===== config.mk =====
export PLATFORM = sky130hd
export DESIGN_NAME = life_step_engine
export DESIGN_NICKNAME = d
export VERILOG_FILES = /design/src/rtl/life_pkg.sv /design/src/rtl/life_cell_rule.sv /design/src/rtl/life_step_engine.sv
export SDC_FILE = /design/constraint.sdc
export NUM_CORES = 1
export LEC_CHECK = 0
export ABC_AREA = 1
export CAP_MARGIN = 15
export CORE_MARGIN = 2
export CORE_UTILIZATION = 37
export DETAILED_ROUTE_END_ITERATION = 16
export PLACE_DENSITY_LB_ADDON = 0.25
export SYNTH_ARGS = -nofsm -noshare
export SYNTH_HDL_FRONTEND = slang
export SYNTH_SLANG_ARGS = --single-unit

===== constraint.sdc =====
create_clock -name clk -period 7 [get_ports clk]
set_clock_uncertainty 0.2 [all_clocks]
set_input_delay 1.4 -clock clk [delete_from_list [all_inputs] [get_ports clk]]
set_output_delay 1.4 -clock clk [all_outputs]
set_load 0.005 [all_outputs]

===== src/rtl/life_pkg.sv =====
// life_pkg: board geometry, FSM state encoding and cell index type shared by the Life engine.
package life_pkg;
   localparam int BOARD_W = 8;
   localparam int BOARD_H = 8;
   localparam int SIZE = BOARD_W * BOARD_H;
   typedef logic [$clog2(SIZE)-1:0] cell_idx_t;
   typedef enum logic [1:0] {IDLE, SCAN, COMMIT} state_t;
endpackage


===== src/rtl/life_cell_rule.sv =====
// life_cell_rule: next state of one cell, with cells off the board edge counted dead.
module life_cell_rule #(
   parameter int WIDTH = 3,
   parameter int HEIGHT = 3
) (
   input  logic [(1<<(WIDTH+HEIGHT))-1:0] prev,
   input  logic [WIDTH+HEIGHT-1:0]        idx,
   output logic                           alive
);
   localparam int IW = WIDTH + HEIGHT;
   localparam logic [IW-1:0] C1 = IW'(1);
   localparam logic [IW-1:0] CW = IW'(1 << WIDTH);
   logic w_l, w_r, w_u, w_d;
   logic [7:0] w_nb;
   logic [3:0] w_cnt;
   assign w_l = idx[WIDTH-1:0] != '0;
   assign w_r = idx[WIDTH-1:0] != '1;
   assign w_u = idx[IW-1:WIDTH] != '0;
   assign w_d = idx[IW-1:WIDTH] != '1;
   // Index arithmetic may wrap; the edge masks zero any wrapped neighbour.
   assign w_nb = {w_u & w_l & prev[idx - CW - C1], w_u & prev[idx - CW], w_u & w_r & prev[idx - CW + C1],
                  w_l & prev[idx - C1], w_r & prev[idx + C1],
                  w_d & w_l & prev[idx + CW - C1], w_d & prev[idx + CW], w_d & w_r & prev[idx + CW + C1]};
   always_comb begin
      w_cnt = '0;
      for (int i = 0; i < 8; i++) w_cnt = w_cnt + {3'b0, w_nb[i]};
   end
   assign alive = (w_cnt == 4'd3) | (prev[idx] & (w_cnt == 4'd2));
endmodule


===== src/rtl/life_step_engine.sv =====
// life_step_engine: advances the displayed board one generation every FRAMES_PER_GEN ticks,
// one cell per clock into a shadow buffer, committed atomically.
module life_step_engine
   import life_pkg::*;
#(
   parameter int WIDTH = $clog2(BOARD_W),
   parameter int HEIGHT = $clog2(BOARD_H),
   parameter int FRAMES_PER_GEN = 60,
   parameter logic [(1<<(WIDTH+HEIGHT))-1:0] INIT_PATTERN = '0
) (
   input  logic                           clk,
   input  logic                           reset,
   input  logic                           frame_tick,
   input  logic                           run,
   input  logic                           load,
   input  logic [(1<<(WIDTH+HEIGHT))-1:0] seed,
   output logic [(1<<(WIDTH+HEIGHT))-1:0] board,
   output logic                           busy,
   output logic                           gen_done,
   output logic [15:0]                    generation
);
   localparam int IW = WIDTH + HEIGHT;
   localparam int SZ = 1 << IW;
   localparam int FW = FRAMES_PER_GEN > 1 ? $clog2(FRAMES_PER_GEN) : 1;
   state_t r_state, w_state_nx;
   logic [FW-1:0] r_fcnt;
   logic [IW-1:0] r_idx;
   logic [SZ-1:0] r_prev, r_next, r_board, r_pseed;
   logic [15:0] r_gen;
   logic r_done, r_pend, w_cell, w_ld, w_last, w_go;

   life_cell_rule #(.WIDTH(WIDTH), .HEIGHT(HEIGHT)) u_rule (
      .prev(r_prev),
      .idx(r_idx),
      .alive(w_cell)
   );

   assign w_ld = load | r_pend;
   assign w_last = r_fcnt == FW'(FRAMES_PER_GEN - 1);
   assign w_go = frame_tick & run & w_last;

   always_comb begin
      w_state_nx = r_state;
      case (r_state)
         IDLE: w_state_nx = (!w_ld && w_go) ? SCAN : IDLE;
         SCAN: w_state_nx = (r_idx == IW'(SZ - 1)) ? COMMIT : SCAN;
         default: w_state_nx = IDLE;
      endcase
   end

   always_ff @(posedge clk) begin
      if (reset) begin
         r_state <= IDLE;
         r_fcnt <= '0;
         r_idx <= '0;
         r_prev <= '0;
         r_next <= '0;
         r_board <= INIT_PATTERN;
         r_gen <= '0;
         r_done <= 1'b0;
         r_pend <= 1'b0;
         r_pseed <= '0;
      end else begin
         r_state <= w_state_nx;
         r_done <= r_state == COMMIT;
         if (r_state == IDLE) begin
            if (w_ld) begin
               r_board <= load ? seed : r_pseed;
               r_gen <= '0;
               r_fcnt <= '0;
               r_pend <= 1'b0;
            end else if (frame_tick && run) begin
               r_fcnt <= w_last ? '0 : r_fcnt + 1'b1;
               if (w_last) begin
                  r_prev <= r_board;
                  r_idx <= '0;
               end
            end
         end else if (load) begin
            // Held until the in-flight generation has committed.
            r_pend <= 1'b1;
            r_pseed <= seed;
         end
         if (r_state == SCAN) begin
            r_next[r_idx] <= w_cell;
            r_idx <= r_idx + 1'b1;
         end
         if (r_state == COMMIT) begin
            r_board <= r_next;
            r_gen <= r_gen + 1'b1;
         end
      end
   end

   assign board = r_board;
   assign busy = r_state != IDLE;
   assign gen_done = r_done;
   assign generation = r_gen;
endmodule


# Yosys cells after proc, flatten, opt, wreduce, memory -nomap -nowiden
# Index checks and enable logic that the tools add are counted.
[op_classes]
n_addsub = 17
magnitude_cmp = 10
n_eq_ne = 10
n_mux = 42
bitwise = 18
n_reduce_logical = 20
[ops]
columns = ["cell", "n"]
rows = [
  ["64-bit 2-to-1 mux", 4],
  ["64-bit bitwise mux", 1],
  ["6-bit by 7-bit less-than comparator with 1-bit output (second input constant)", 9],
  ["1-bit binary-select mux with 6-bit select", 9],
  ["16-bit 2-to-1 mux", 3],
  ["6-bit 2-to-1 mux", 8],
  ["4-bit by 1-bit adder with 4-bit output", 6],
  ["6-bit by 1-bit adder with 6-bit output (second input constant)", 4],
  ["6-bit by 1-bit subtractor with 6-bit output (second input constant)", 3],
  ["16-bit by 1-bit adder with 16-bit output (second input constant)", 1],
  ["2-bit nonzero test", 8],
  ["1-bit AND", 15],
  ["1-bit 2-to-1 mux", 14],
  ["6-bit == test (second input constant)", 2],
  ["4-bit by 2-bit == test with 1-bit output (second input constant)", 2],
  ["4-bit AND reduction", 2],
  ["6-bit by 4-bit adder with 6-bit output (second input constant)", 1],
  ["1-bit demux with 6-bit select", 1],
  ["6-bit by 1-bit greater-or-equal comparator with 1-bit output (second input constant)", 1],
  ["3-bit != test (second input constant)", 2],
  ["2-bit AND reduction", 3],
  ["3-bit nonzero test", 2],
  ["6-bit by 4-bit subtractor with 6-bit output (second input constant)", 1],
  ["2-bit one-hot mux with 2 select lines", 1],
  ["11 further kinds", 14],
]
[totals]
register_bits = 288
input_bits = 69
output_inout_bits = 82

# Depth between registers and ports, before layout
# Gate-level depths: netlist of the first run.
[depth]
word_depth = 16
mapped_depth = 28
mapped_depth_nobuf = 23

# Cells and area by module
# A second synthesis of the first run with hierarchy kept.
[hier_totals]
hier_cells = 2177
area_unflattened_um2 = 14856.7
[by_module_without_submodules]
columns = ["mod", "instances", "cells_per_inst", "area_each_um2"]
rows = [
  ["life_step_engine", 1, 1616, 12065.3],
  ["life_cell_rule", 1, 561, 2791.4],
]

# Least setup slack after synthesis of the first run
# No wires, ideal clock.
[synth_timing]
kind = "register to register"
from = "reg r_idx[0]"
to = "reg r_next[10]"
setup_time_ns = 0.068
arrival_time_ns = 5.255
required_ns = 6.732
slack_ns = 1.477
path_stages_with_launch = 28
cell_sequence = "dfxtp_1 > buf_6 > inv_4 > buf_4 > buf_4 > ha_1 > clkbuf_1 > inv_1 > clkbuf_1 > nand3_1 > o211ai_1 > nand3_1 > nand2_1 > nand2_1 > nand3_1 > a21oi_1 > ha_1 > inv_1 > fa_1 > inv_1 > fa_1 > fa_1 > inv_1 > fa_1 > a211oi_2 > nand2_8 > buf_12 > a21oi_4"
[synth_via]
elab_chain_len = 16
elab_cells_between_ends = 57
classes_between = "add/sub (15); order compare (2); eq/ne (3); mux (21); bitwise (14); reduce/logical (2)"
[synth_rtl]
columns = ["item", "line_no", "rtl"]
rows = [
  ["start: declaration", "life_step_engine.sv:27", "logic [IW-1:0] r_idx;"],
  ["start signal: assignment", "life_step_engine.sv:86", "r_idx <= r_idx + 1'b1;"],
  ["6-bit by 4-bit adder with 6-bit output", "life_cell_rule.sv:23", "w_d & w_l & prev[idx + CW - C1], w_d & prev[idx + CW], w_d & w_r & prev[idx + CW + C1]};"],
  ["6-bit by 1-bit adder with 6-bit output", "life_cell_rule.sv:23", ""],
  ["1-bit binary-select mux with 6-bit select", "life_cell_rule.sv:23", ""],
  ["1-bit 2-to-1 mux (not written as such)", "life_cell_rule.sv:23", ""],
  ["1-bit AND", "life_cell_rule.sv:23", ""],
  ["1-bit by 1-bit adder with 2-bit output", "life_cell_rule.sv:26", "for (int i = 0; i < 8; i++) w_cnt = w_cnt + {3'b0, w_nb[i]};"],
  ["4-bit by 1-bit adder with 4-bit output (6 in series)", "life_cell_rule.sv:26", ""],
  ["4-bit by 2-bit == test with 1-bit output", "life_cell_rule.sv:28", "assign alive = (w_cnt == 4'd3) | (prev[idx] & (w_cnt == 4'd2));"],
  ["1-bit AND", "life_cell_rule.sv:28", ""],
  ["1-bit bitwise OR", "life_cell_rule.sv:28", ""],
  ["64-bit bitwise mux (*)", "life_step_engine.sv:85", "r_next[r_idx] <= w_cell;"],
  ["end signal: indexed assignment", "life_step_engine.sv:85", ""],
  ["end: declaration", "life_step_engine.sv:28", "logic [SZ-1:0] r_prev, r_next, r_board, r_pseed;"],
]
# Mark *: on every way between the ends. The rest lies on a longest branch, timed or not. The select of a mux whose other input is x is not followed.
# A chain may end at the register's enable or synchronous reset.

# Final worst setup path of the first run
[layout_timing]
from = "reg r_idx[1]"
to = "reg r_next[56]"
# The elaborated chain is that of the path after synthesis.

==> results summary, run 1 <==
The run finished with clean final reports. The summed instance area of the synthesized netlist is between 10000 and 15000 µm². The startpoint identified for the worst hold timing path is generation[10]. The horizontal die dimension came out at just over 200 µm. Summed over all instances, the cell type with the most area after synthesis is dfxtp_1. By startpoint and endpoint, the worst setup path is classified as register to register. For this run, the detailed router's first-pass iteration total came to 7.

The terminus of the critical flop-to-flop path is r_next[56]. The instance count along the most critical hold path came out at 2. The number of max-capacitance violations reported came out at 0. For this run, the leading register cell type out of synthesis is dfxtp_1. The power per cell area came out at approximately 220 nW/µm². Setup violations remaining at the end of the flow were counted as 0.

The number of remaining DRC errors is 0. The combinational fraction of design power is roughly 5.5%. The number of nets at the end of the flow came out at about 2100. The register-to-register path setup slack came out at around 440 ps. The proportion of total power due to net switching came out at 22.6%. Counting along the longest clock path gives a buffer depth of 3. After detailed routing, the average wire length per cell comes to between 15 and 20 µm.

At the later pin of the worst-skew pair, clock insertion delay measures 540 ps. The remaining antenna violation count is 0. The synthesized area per cell is ~7.4 µm². The proportion of synthesized chip area in sequential cells came out at between 30% and 40%. The final critical-path setup slack is about 440 ps.

The signal on the critical path passes through inv_2, ha_1, clkinvlp_4, o211ai_1, nand3_1, nand3_1, nand2_1, a21oi_1, nand2_1, a21oi_1, ha_1, inv_1, fa_1, inv_1, fa_1, fa_1, inv_1, fa_1, a211oi_2, nand2_8, a21oi_2. Synthesis produced between 1500 and 2000 cells. The H-tree depth reported by CTS is 2. The final count of hold timing violations is 0.

The routed wire length is roughly 46 mm. The data arrival time at the worst-slack endpoint came out at slightly below 7000 ps. The share of total power in the clock network is between 50% and 60%. The area share of the largest cell type after synthesis is between 30% and 40%.

At the pin with the least slew margin, the transition time is approximately 890 ps. The share of the clock period used by the worst path after layout came out at between 90% and 100%. The worst register-to-register path begins at r_idx[1]. The warning count from the yosys run is 0.

The leakage power is about 7.2 nW. The boundary pin count came out at between 150 and 200. The die outline area is approximately 41000 µm². The region available for standard cell placement spans around 40000 µm². The final critical path time including I/O delays and setup is approximately 6600 ps. The average vias per placed instance came out at approximately 5.3.

The number of antenna cells inserted is 0. In the synthesized netlist, the cells that appear most often are 361 x o21ai_0, 353 x nand2_1, 288 x dfxtp_1, 171 x nor2_1, 157 x a21oi_1. The largest fanout on the critical path is 64. The DRC marker count from the first detailed-route iteration is between 900 and 1000. Clock tree synthesis found a total of about 290 sinks. The TritonCTS clock tree is done. The number of flops mapped to enable cells by yosys is 0. The worst setup path is captured at a register. The number of unique standard cell types used by synthesis came out at between 50 and 60. For the worst setup path, the data required time is between 7000 and 8000 ps.

The row count came out at 73. The internal power contribution is ~3 mW. The total global routing overflow came out at 0. The worst voltage drop across the vdd grid came out at 0.157 mV. The async set or reset register ratio after synthesis is 0%.

Global routing used about 22% of the available tracks across all layers. The clock slew seen by the registers of the worst setup and hold paths came out at 60 ps. The final total negative setup slack came out at 0 ps.

The growth of design area from synthesis to finish came out at 19.3%. At the placement stage, the worst setup path has a slack of between 400 and 500 ps. The critical path's slowest cell is dfxtp_1. Counting every net in the synthesized netlist gives slightly above 2000. At the end of routability-driven placement, the weighted congestion stood at between 0.9 and 1. The number of slew-limit violations in the final report came out at 0. In the post-synthesis netlist, the biggest area contributors are dfxtp_1 39%, o21ai_0 12%, nand2_1 9.0%. Buffers inserted during clock tree synthesis total 35. The footprint of the flip-flops and latches is about 5800 µm². The highest cell delay on the worst timing path came out at approximately 700 ps. For this design, the CTS-stage hold fixing added 0 buffers. The final HPWL from detailed placement is roughly 32 mm.

The flop and latch count out of synthesis is about 290. The layout filler cell count is 3985. Summing all multi-input logic gate instances after layout gives between 7000 and 8000 µm². o21ai_0 is the most common cell in the netlist.

The via count of the first global-routing pass is 13000. The power after layout is between 3 and 4 mW. The initial antenna violation count came out at 0. The analysis attributes to net switching a power of around 860 µW.

The floorplan die height is 204 µm. The most prevalent standard cell on the critical path is fa_1. The buffering stage count on the worst path with inverters included is 5. Based on the critical path, the design can be clocked at up to 0.152 GHz. The tightest slew margin relative to the limit is 40.5%. The path with the worst hold slack has its endpoint at generation[10]. The path class of the tightest hold or removal check is register to register. The worst setup path is launched from a register. Per report_power, the sequential group accounts for roughly 44% of the total.

The fraction of layout instances using a drive strength above 1 is approximately 9%. The quantity of I/O buffers inserted on ports is 150. The starting density of the core came out at 37.3%. For this block, the via count after detailed routing is 13700. Setup repair after global routing left no endpoint under its margin. Measured in cells, the most critical reg-to-reg path has a length of 21. The first global-routing pass estimated between 70 and 80 mm of wire. The largest net degree at the start of global routing came out at 155. The cell family contributing the most delay on the critical path is adder cells. The root buffer cell chosen for the clock tree is clkbuf_16.
[cell type report]
class | instances | area share [%]
clock buffers | 45 | 5.83
clock inverters | 16 | 1.16
inverters | 97 | 2.15
multi-input cells | 1462 | 45.0
flip-flops and latches | 288 | 32.8
well taps | 525 | 3.73
repair buffers | 167 | 9.39
[flip-flops by register name (all words and copies together) (netlist names)]
| signal | flops |
|---|---|
| r_state | 2 |
| board | 64 |
| r_idx | 6 |
| gen_done | 1 |
| generation | 16 |
| r_pseed | 64 |
| r_next | 64 |
| r_fcnt | 6 |
| r_prev | 64 |
| r_pend | 1 |
[routing by layer]
layer | track usage [%] | wire [µm] | vias up
li1 | - | - | 6885
met1 | 29.9 | 21400 | 6465
met2 | 35.8 | 21100 | 326
met3 | 3.85 | 2270 | 60
met4 | 6.88 | 1170 | 0
met5 | 0 | 0 | -
[how the worst max path moves through the flow]
| stage | start | end | slack [ps] | cells past startpoint |
|---|---|---|---|---|
| floorplan | r_idx[0] | r_next[10] | 1480 | 27 |
| global placement | r_idx[1] | r_next[2] | 590 | 21 |
| detailed placement | r_idx[1] | r_next[1] | 430 | 21 |
| CTS | r_idx[1] | r_next[2] | 390 | 21 |
| global route | r_idx[1] | r_next[60] | 90 | 20 |
| finish | r_idx[1] | r_next[56] | 440 | 21 |
[layout by cell type, fill, tap and decap left out, types with 16 or more instances in the layout]
| cell | count |
|---|---|
| o21ai_0 | 361 |
| nand2_1 | 352 |
| dfxtp_1 | 286 |
| nor2_1 | 171 |
| a21oi_1 | 157 |
| clkdlybuf4s50_1 | 149 |
| nand3_1 | 101 |
| inv_1 | 83 |
| nor3_1 | 74 |
| mux2i_1 | 65 |
| clkbuf_16 | 37 |
| a21oi_2 | 31 |
| a21oi_4 | 30 |
| o21ai_1 | 18 |
| ha_1 | 17 |
| buf_4 | 16 |
[power groups by stage]
| stage | clock network [mW] | registers (mW) | logic [mW] |
|---|---|---|---|
| finish | 1.92 | 1.69 | 0.210 |
| global route | 2.03 | 1.69 | 0.231 |
| CTS | 1.96 | 1.69 | 0.213 |
| detailed placement | 0 | 1.73 | 0.212 |
| global placement | 0 | 1.73 | 0.210 |
| floorplan | 0 | 1.72 | 0.0950 |
[worst register-to-register path, delay by kind of cell (launching register included)]
family          cells  cell delay, ps
fa+ha+maj           6            2500
compound gates      5            1410
simple gates        5             840
buf+inv             5             820
flops               1             700
[repair_timing]
| item | in CTS | in global routing |
|---|---|---|
| setup endpoints to repair | 0 | 12 |
| setup buffers | 0 | 0 |
| endpoints found under the hold margin | 0 | 0 |
| resized for setup | 0 | 1 |
[through the flow]
step / hold WS (ps) / cells / utilization (%) / area, µm²
global route: 325 / 2600 / 44.5 / 17600
global placement: 276 / 2539 / 41.4 / 16400
finish: 294 / 2600 / 44.5 / 17600
detailed placement: 287 / 2539 / 41.4 / 16400
CTS: 295 / 2600 / 44.5 / 17600
floorplan: 262 / 1986 / - / 14700
[cells by family after synthesis]
group           count (synthesis)  synth area share (%)
flops                         288                  39.1
buf+inv                       236                  7.25
simple gates                  735                  21.2
mux                            65                  4.41
compound gates                630                  25.1
fa+ha+maj                      21                  1.99
xor+xnor                       11                 0.883
No activity file was read; power rests on OpenSTA's default activity.
==> inputs of run 2 (changes only) <==
Settings changed: DONT_BUFFER_PORTS from default to 1.
==> results summary, run 2 (synthesis gave the netlist of run 1 again) <==
The data required time of the critical path is 7260 ps (about the same). The quantity of I/O buffers inserted on ports came to 0 (-100%). The remaining antenna violation count is 0 (unchanged). The average vias per placed instance is 5.41 (+2.5%). The deepest clock path buffer count came to 3 (unchanged). The share of the clock period used by the worst path after layout is 91.6% (-2.1 points). The routed wire length is 45.7 mm (-0.43%).

TritonCTS built the clock tree. The average wire per standard cell came out at 18.7 µm (+5.7%). The global routing usage on met1 is 29.1% (-0.82 points). The minimum setup slack after placement came out at 619 ps (+191 ps). The largest net degree at the start of global routing came out at 144 (-7.1%). The final total negative setup slack came to 0 ps (unchanged). Setup repair after global routing left no endpoint under its margin. The boundary pin count is 151 (unchanged). The worst voltage drop across the vdd grid is 0.153 mV (-2.9%). The largest fanout on the critical path is 44 (-31%). The DRC marker count from the first detailed-route iteration came out at 902 (-6.7%). The worst setup path is captured at a register. The placed cell count came to 2390 (-5.9%). The final HPWL from detailed placement came to 31.4 mm (-1.4%).

In this run the most used layer during global routing was met2. The power per cell area came out at 225 nW/µm² (+3.4%). The share of the core filled with cells in the final layout came out at 40.4% (-4.1 points). The initial antenna violation count came out at 0 (unchanged). The worst setup path is of the register to register kind. The H-tree depth reported by CTS came to 2 (unchanged). The number of clock sinks was 288 (unchanged). The number of slew-limit violations in the final report is 0 (unchanged). The data arrival time at the worst-slack endpoint is 6670 ps (-160 ps). The final count of hold timing violations came to 0 (unchanged).

The row count was 73 (unchanged). In this run the most critical hold path is launched from r_fcnt[1]. The layout filler cell count is 4063 (+2.0%).

The total vias in the final route was 13300 (-3.5%). The number of max-capacitance violations reported was 0 (unchanged). The final critical path time including I/O delays and setup was 6410 ps (-148 ps).

The number of antenna cells inserted is 0 (unchanged). In this run the worst setup path begins at r_idx[0]. The final critical-path setup slack is 586 ps (+148 ps). The met2 track demand over resource is 36.2% (+0.41 points). The transition time at the pin with the least slew margin is 1130 ps (+237 ps). The horizontal die dimension came to 204 µm (unchanged). The count of instances resized after the clock tree is built came to 0 (unchanged). The filler-free cell count of the finished design is 2449 (-5.8%). The area of all placed cells without fillers is 16000 µm² (-9.2%). The final weighted congestion of routability-driven global placement came out at 0.922 (-4.7%). Leaving out fill and tap cells, the most frequent cell in the layout is o21ai_0. STA classifies the critical path startpoint as a register. The area of the core came to 39500 µm² (unchanged). The internal power contribution came out at 2.78 mW (-6.0%). The iteration count of the initial detailed-routing pass came to 7 (unchanged). In this run the critical register-to-register path is launched from r_idx[0]. The combinational fraction of design power came to 2.9% (-2.6 points). The floorplan die height came out at 204 µm (unchanged). The met3 usage in global routing is 5.03% (+1.2 points). The number of failing setup endpoints in the final timing report came to 0 (unchanged).

The sequential power share came out at 47.4% (+3.1 points). The number of nets at the end of the flow came out at 1991 (-7.0%). The total routing usage reported by global routing came out at 22.1% (about the same). The wire length of the first global-routing pass came out at 72.4 mm (-0.51%). The post-CTS setup buffer count came out at 0 (unchanged).

The share of total power in the clock network is 49.7% (-0.5 points). The clock slew seen by the registers of the worst setup and hold paths came out at 60 ps (about the same). The number of remaining DRC errors came out at 0 (unchanged). The count of hold buffers inserted by post-cts repair came out at 0 (unchanged). The proportion of total power due to net switching came out at 22.4% (-0.13 points).

The leakage power is 6.56 nW (-8.7%). The clock buffer count from CTS is 34 (-2.9%). The fraction of layout instances using a drive strength above 1 came to 9.04% (+0.18 points). The total global routing overflow came out at 0 (unchanged). In the layout the commonest cells are 361 x o21ai_0, 352 x nand2_1, 286 x dfxtp_1. The cell area reported after detailed placement came out at 14900 µm² (-9.2%). The tightest min-delay check is of the register to register type. The clock insertion delay at the later pin of the skew report was 540 ps (about the same). The starting density of the core was 37.3% (unchanged). The buffer type at the clock tree root is clkbuf_16. The net switching power of the design came out at 804 µW (-6.7%). The tightest slew margin relative to the limit was 24.8% (-16 points). The growth of design area from synthesis to finish is 8.33%. The achievable clock frequency was 0.156 GHz (+2.3%). The die outline area is 41500 µm² (unchanged). The via count of the first global-routing pass is 12800 (-1.4%).

The flow ran to the end, and the final reports show no timing, DRC or antenna violations.
## run 2: cell count changes in the layout (fill, tap and decap cells not counted), sizes merged
cell           previous run  this run
bufinv                    4         3
clkbuf                   45        48
clkdlybuf4s50           149         0
clkinv                   12         8
clkinvlp                  3         2
inv                      94        95
## run 2: power by group through the flow
stage | logic [mW] | clock network (mW) | registers (mW)
after global placement | 0.104 | 0 | 1.74
after floorplan | 0.0950 | 0 | 1.72
after global routing | 0.122 | 1.88 | 1.70
after CTS | 0.107 | 1.82 | 1.70
final | 0.105 | 1.78 | 1.70
after detailed placement | 0.106 | 0 | 1.74
## run 2: path summary, 6_finish.rpt
| check | to | slack, ps | depth (start not counted) |
|---|---|---|---|
| min reg2reg | r_fcnt[1] | 290 | 2 |
| max reg2reg | r_next[58] | 590 | 23 |
| max | r_next[58] | 590 | 23 |
| min | r_fcnt[1] | 290 | 2 |
## run 2: area by class of cell
| class | instances | area, µm² | area share (%) |
|---|---|---|---|
| clock buffers | 48 | 975 | 6.10 |
| clock inverters | 11 | 139 | 0.870 |
| inverters | 97 | 374 | 2.34 |
| multi-input cells | 1462 | 7910 | 49.5 |
| flip-flops and latches | 288 | 5770 | 36.1 |
| well taps | 525 | 657 | 4.11 |
| repair buffers | 18 | 148 | 0.924 |
## run 2: layer usage
metal	share of wire, %	wire (µm)	vias to the layer above
met4	2.3	1050	0
li1	-	-	6609
met1	46	20900	6230
met3	6.2	2830	75
met5	0	0	-
met2	46	21000	347
## run 2: per-stage QoR
| step | hold slack [ps] | total power, mW |
|---|---|---|
| floorplan | 262 | 1.81 |
| global placement | 269 | 1.84 |
| detailed placement | 276 | 1.84 |
| CTS | 289 | 3.63 |
| global route | 303 | 3.71 |
| finish | 292 | 3.59 |
## run 2: worst max-delay path: stages (launching register included)
cell,delay [ps]
dfxtp_2,360
inv_4,340
ha_1,320
inv_1,600
o211ai_1,210
nand3_1,140
nand3_1,80
nand2_1,100
a21oi_1,60
nand2_1,80
a21oi_1,90
ha_1,280
inv_1,50
fa_1,530
inv_1,60
fa_1,570
fa_1,210
inv_1,60
fa_1,400
a211o_1,260
a211oi_2,380
nand2_8,340
buf_4,380
a21oi_2,140
==> inputs of run 3 (changes only) <==
Settings changed: CORE_ASPECT_RATIO from default to 1.75, SKIP_LAST_GASP from default to 1.
==> results summary, run 3 (synthesis gave the netlist of run 1 again) <==
The instance count along the most critical hold path came out at 2 (unchanged). The flow ran to the end, and the final reports show no timing, DRC or antenna violations. The remaining antenna violation count is 0 (unchanged). The deepest clock path buffer count came to 3 (unchanged). The filler-free cell count of the finished design came out at 2407 (-1.7%). The worst-case reg-to-reg path depth is 21 (-8.7%).

The wire length on met2 came out at 24.1 mm (+15%). The number of max-capacitance violations reported is 0 (unchanged). STA classifies the critical path endpoint as a register. The cell area reported after detailed placement was 14900 µm² (about the same). The number of clock sinks was 288 (unchanged). The clock buffer count from CTS came out at 28 (-18%).

The row count is 96 (+32%). The area of all placed cells without fillers came to 15800 µm² (-1.2%). The total routing usage reported by global routing was 21.8% (-0.29 points). The number of failing setup endpoints in the final timing report came out at 0 (unchanged).

The via count of the first global-routing pass came out at 12600 (-1.3%). The min-delay analysis places its worst path in the category register to register. The highest metal layer with signal wires is met4. The clock insertion delay at the later pin of the skew report is 570 ps (+30 ps). The final total negative setup slack came out at 0 ps (unchanged). The placed cell count came out at 2357 (-1.4%). The library cell used most frequently in the layout, excluding fill and tap cells, is o21ai_0. The length of routed met3 wiring came out at 1.71 mm (-40%). The wire length of the first global-routing pass came out at 71.7 mm (-1.0%). The worst setup path is of the register to register kind. The final count of hold timing violations came to 0 (unchanged). The average wire per standard cell is 19.2 µm (+3.0%). The number of nets at the end of the flow came out at 1987 (-0.20%). The growth of design area from synthesis to finish came out at 7.07%.

STA classifies the critical path startpoint as a register. In the layout the commonest cells are 361 x o21ai_0, 352 x nand2_1, 286 x dfxtp_1. The H-tree depth reported by CTS came out at 1 (-1).

The worst hold path begins at r_fcnt[1]. The clock slew seen by the registers of the worst setup and hold paths is 70 ps (about the same). The quantity of I/O buffers inserted on ports is 0 (unchanged). The achievable clock frequency is 0.171 GHz (+9.4%). The post-CTS setup buffer count was 0 (unchanged).

The worst voltage drop across the vdd grid came out at 0.182 mV (+19%). The horizontal die dimension was 155 µm (-24%). The share of the clock period used by the worst path after layout is 83.8% (-7.8 points).

The count of hold buffers inserted by post-cts repair came to 0 (unchanged). The TritonCTS clock tree is done. The number of antenna cells inserted was 0 (unchanged). The die outline area is 41500 µm² (+0.15%). The leakage power came to 6.49 nW (-1.2%). The destination of the worst hold path is r_fcnt[1].

The final critical path time including I/O delays and setup came out at 5860 ps (-549 ps). The number of remaining DRC errors came out at 0 (unchanged). The starting density of the core came to 37.5% (+0.26 points). The largest fanout on the critical path came out at 14 (-68%). The total global routing overflow is 0 (unchanged). The count of instances resized after the clock tree is built came out at 0 (unchanged). The endpoint identified for the worst register-to-register timing path is r_next[36].

The fraction of layout instances using a drive strength above 1 is 8.76% (-0.28 points). The final weighted congestion of routability-driven global placement was 0.994 (+7.8%). The data arrival time at the worst-slack endpoint is 6150 ps (-520 ps). The routed wire length is 46.3 mm (+1.3%).

The DRC marker count from the first detailed-route iteration was 907 (+0.55%). The number of slew-limit violations in the final report is 0 (unchanged). The average vias per placed instance came out at 5.46 (+0.86%). The initial antenna violation count came out at 0 (unchanged). The final HPWL from detailed placement was 33.0 mm (+5.0%). Setup repair after global routing left no endpoint under its margin. The power after layout came out at 3.36 mW (-6.3%). The routed metal-1 wirelength came out at 18.4 mm (-12%). The floorplan die height came out at 268 µm (+32%). The register-to-register path setup slack was 1140 ps (+550 ps).

The area of the core came to 39300 µm² (-0.69%). The cell sitting at the root of the clock tree is a clkbuf_16. The tightest slew margin relative to the limit came out at 46.3% (+21 points).

The total vias in the final route came out at 13100 (-0.87%). The power per cell area is 213 nW/µm² (-5.2%). In this run the critical register-to-register path is launched from r_idx[1]. The largest net degree at the start of global routing came out at 94 (-35%). The iteration count of the initial detailed-routing pass is 5 (-2). The boundary pin count is 151 (unchanged).

The share of the core filled with cells in the final layout is 40.2% (-0.20 points). The transition time at the pin with the least slew margin was 804 ps (-324 ps). The data required time of the critical path came to 7290 ps (+30 ps).
run 3: worst max-delay path, cell delays in order, from the launching register on:
cell      delay (ps)
dfxtp_1          380
ha_1             230
ha_1             520
clkinv_1         350
o211ai_1         230
nand3_1          110
nand2_1          110
nand2_1           50
nand2_1           90
a21oi_1          100
ha_1             290
inv_1             50
fa_1             520
inv_1             60
fa_1             500
fa_1             450
inv_1             90
fa_1             430
a211oi_2         400
nand2_8          210
buf_4            270
a21oi_4          130
run 3: final cells by class:
cell class              count  area [µm²]
fillers                  3972       23500
multi-input cells        1462        7910
flip-flops and latches    288        5770
clock buffers              41         821
well taps                 490         613
inverters                  97         374
repair buffers             20         188
clock inverters             9         110
run 3: worst max-delay path by stage:
stage | startpoint | to | slack (ps) | cells after the start
finish | r_idx[1] | r_next[36] | 1140 | 21
global route | r_idx[1] | r_next[60] | 770 | 21
CTS | r_idx[1] | r_next[36] | 1120 | 21
detailed placement | r_idx[1] | r_next[34] | 1150 | 21
global placement | r_idx[1] | r_next[35] | 1210 | 21
floorplan | r_idx[0] | r_next[10] | 1480 | 27
run 3: stage by stage:
step / hold slack [ps] / worst slack, ps
6_report: 297 / 1140
3_3_place_gp: 270 / 1210
4_1_cts: 299 / 1120
3_5_place_dp: 291 / 1150
5_1_grt: 331 / 770
2_1_floorplan: 262 / 1480
run 3: report_power, final:
group	total, mW	switching, mW	internal [mW]
clock network	1.56	0.669	0.887
logic	0.106	0.0676	0.0384
registers	1.70	0.0349	1.66
total	3.36	0.772	2.59
run 3: per-layer routing:
metal | GRT usage, % | vias to the layer above
met4 | 9.86 | 0
met5 | 0 | -
met1 | 24.7 | 6181
met3 | 2.48 | 109
met2 | 40.6 | 283
li1 | - | 6573
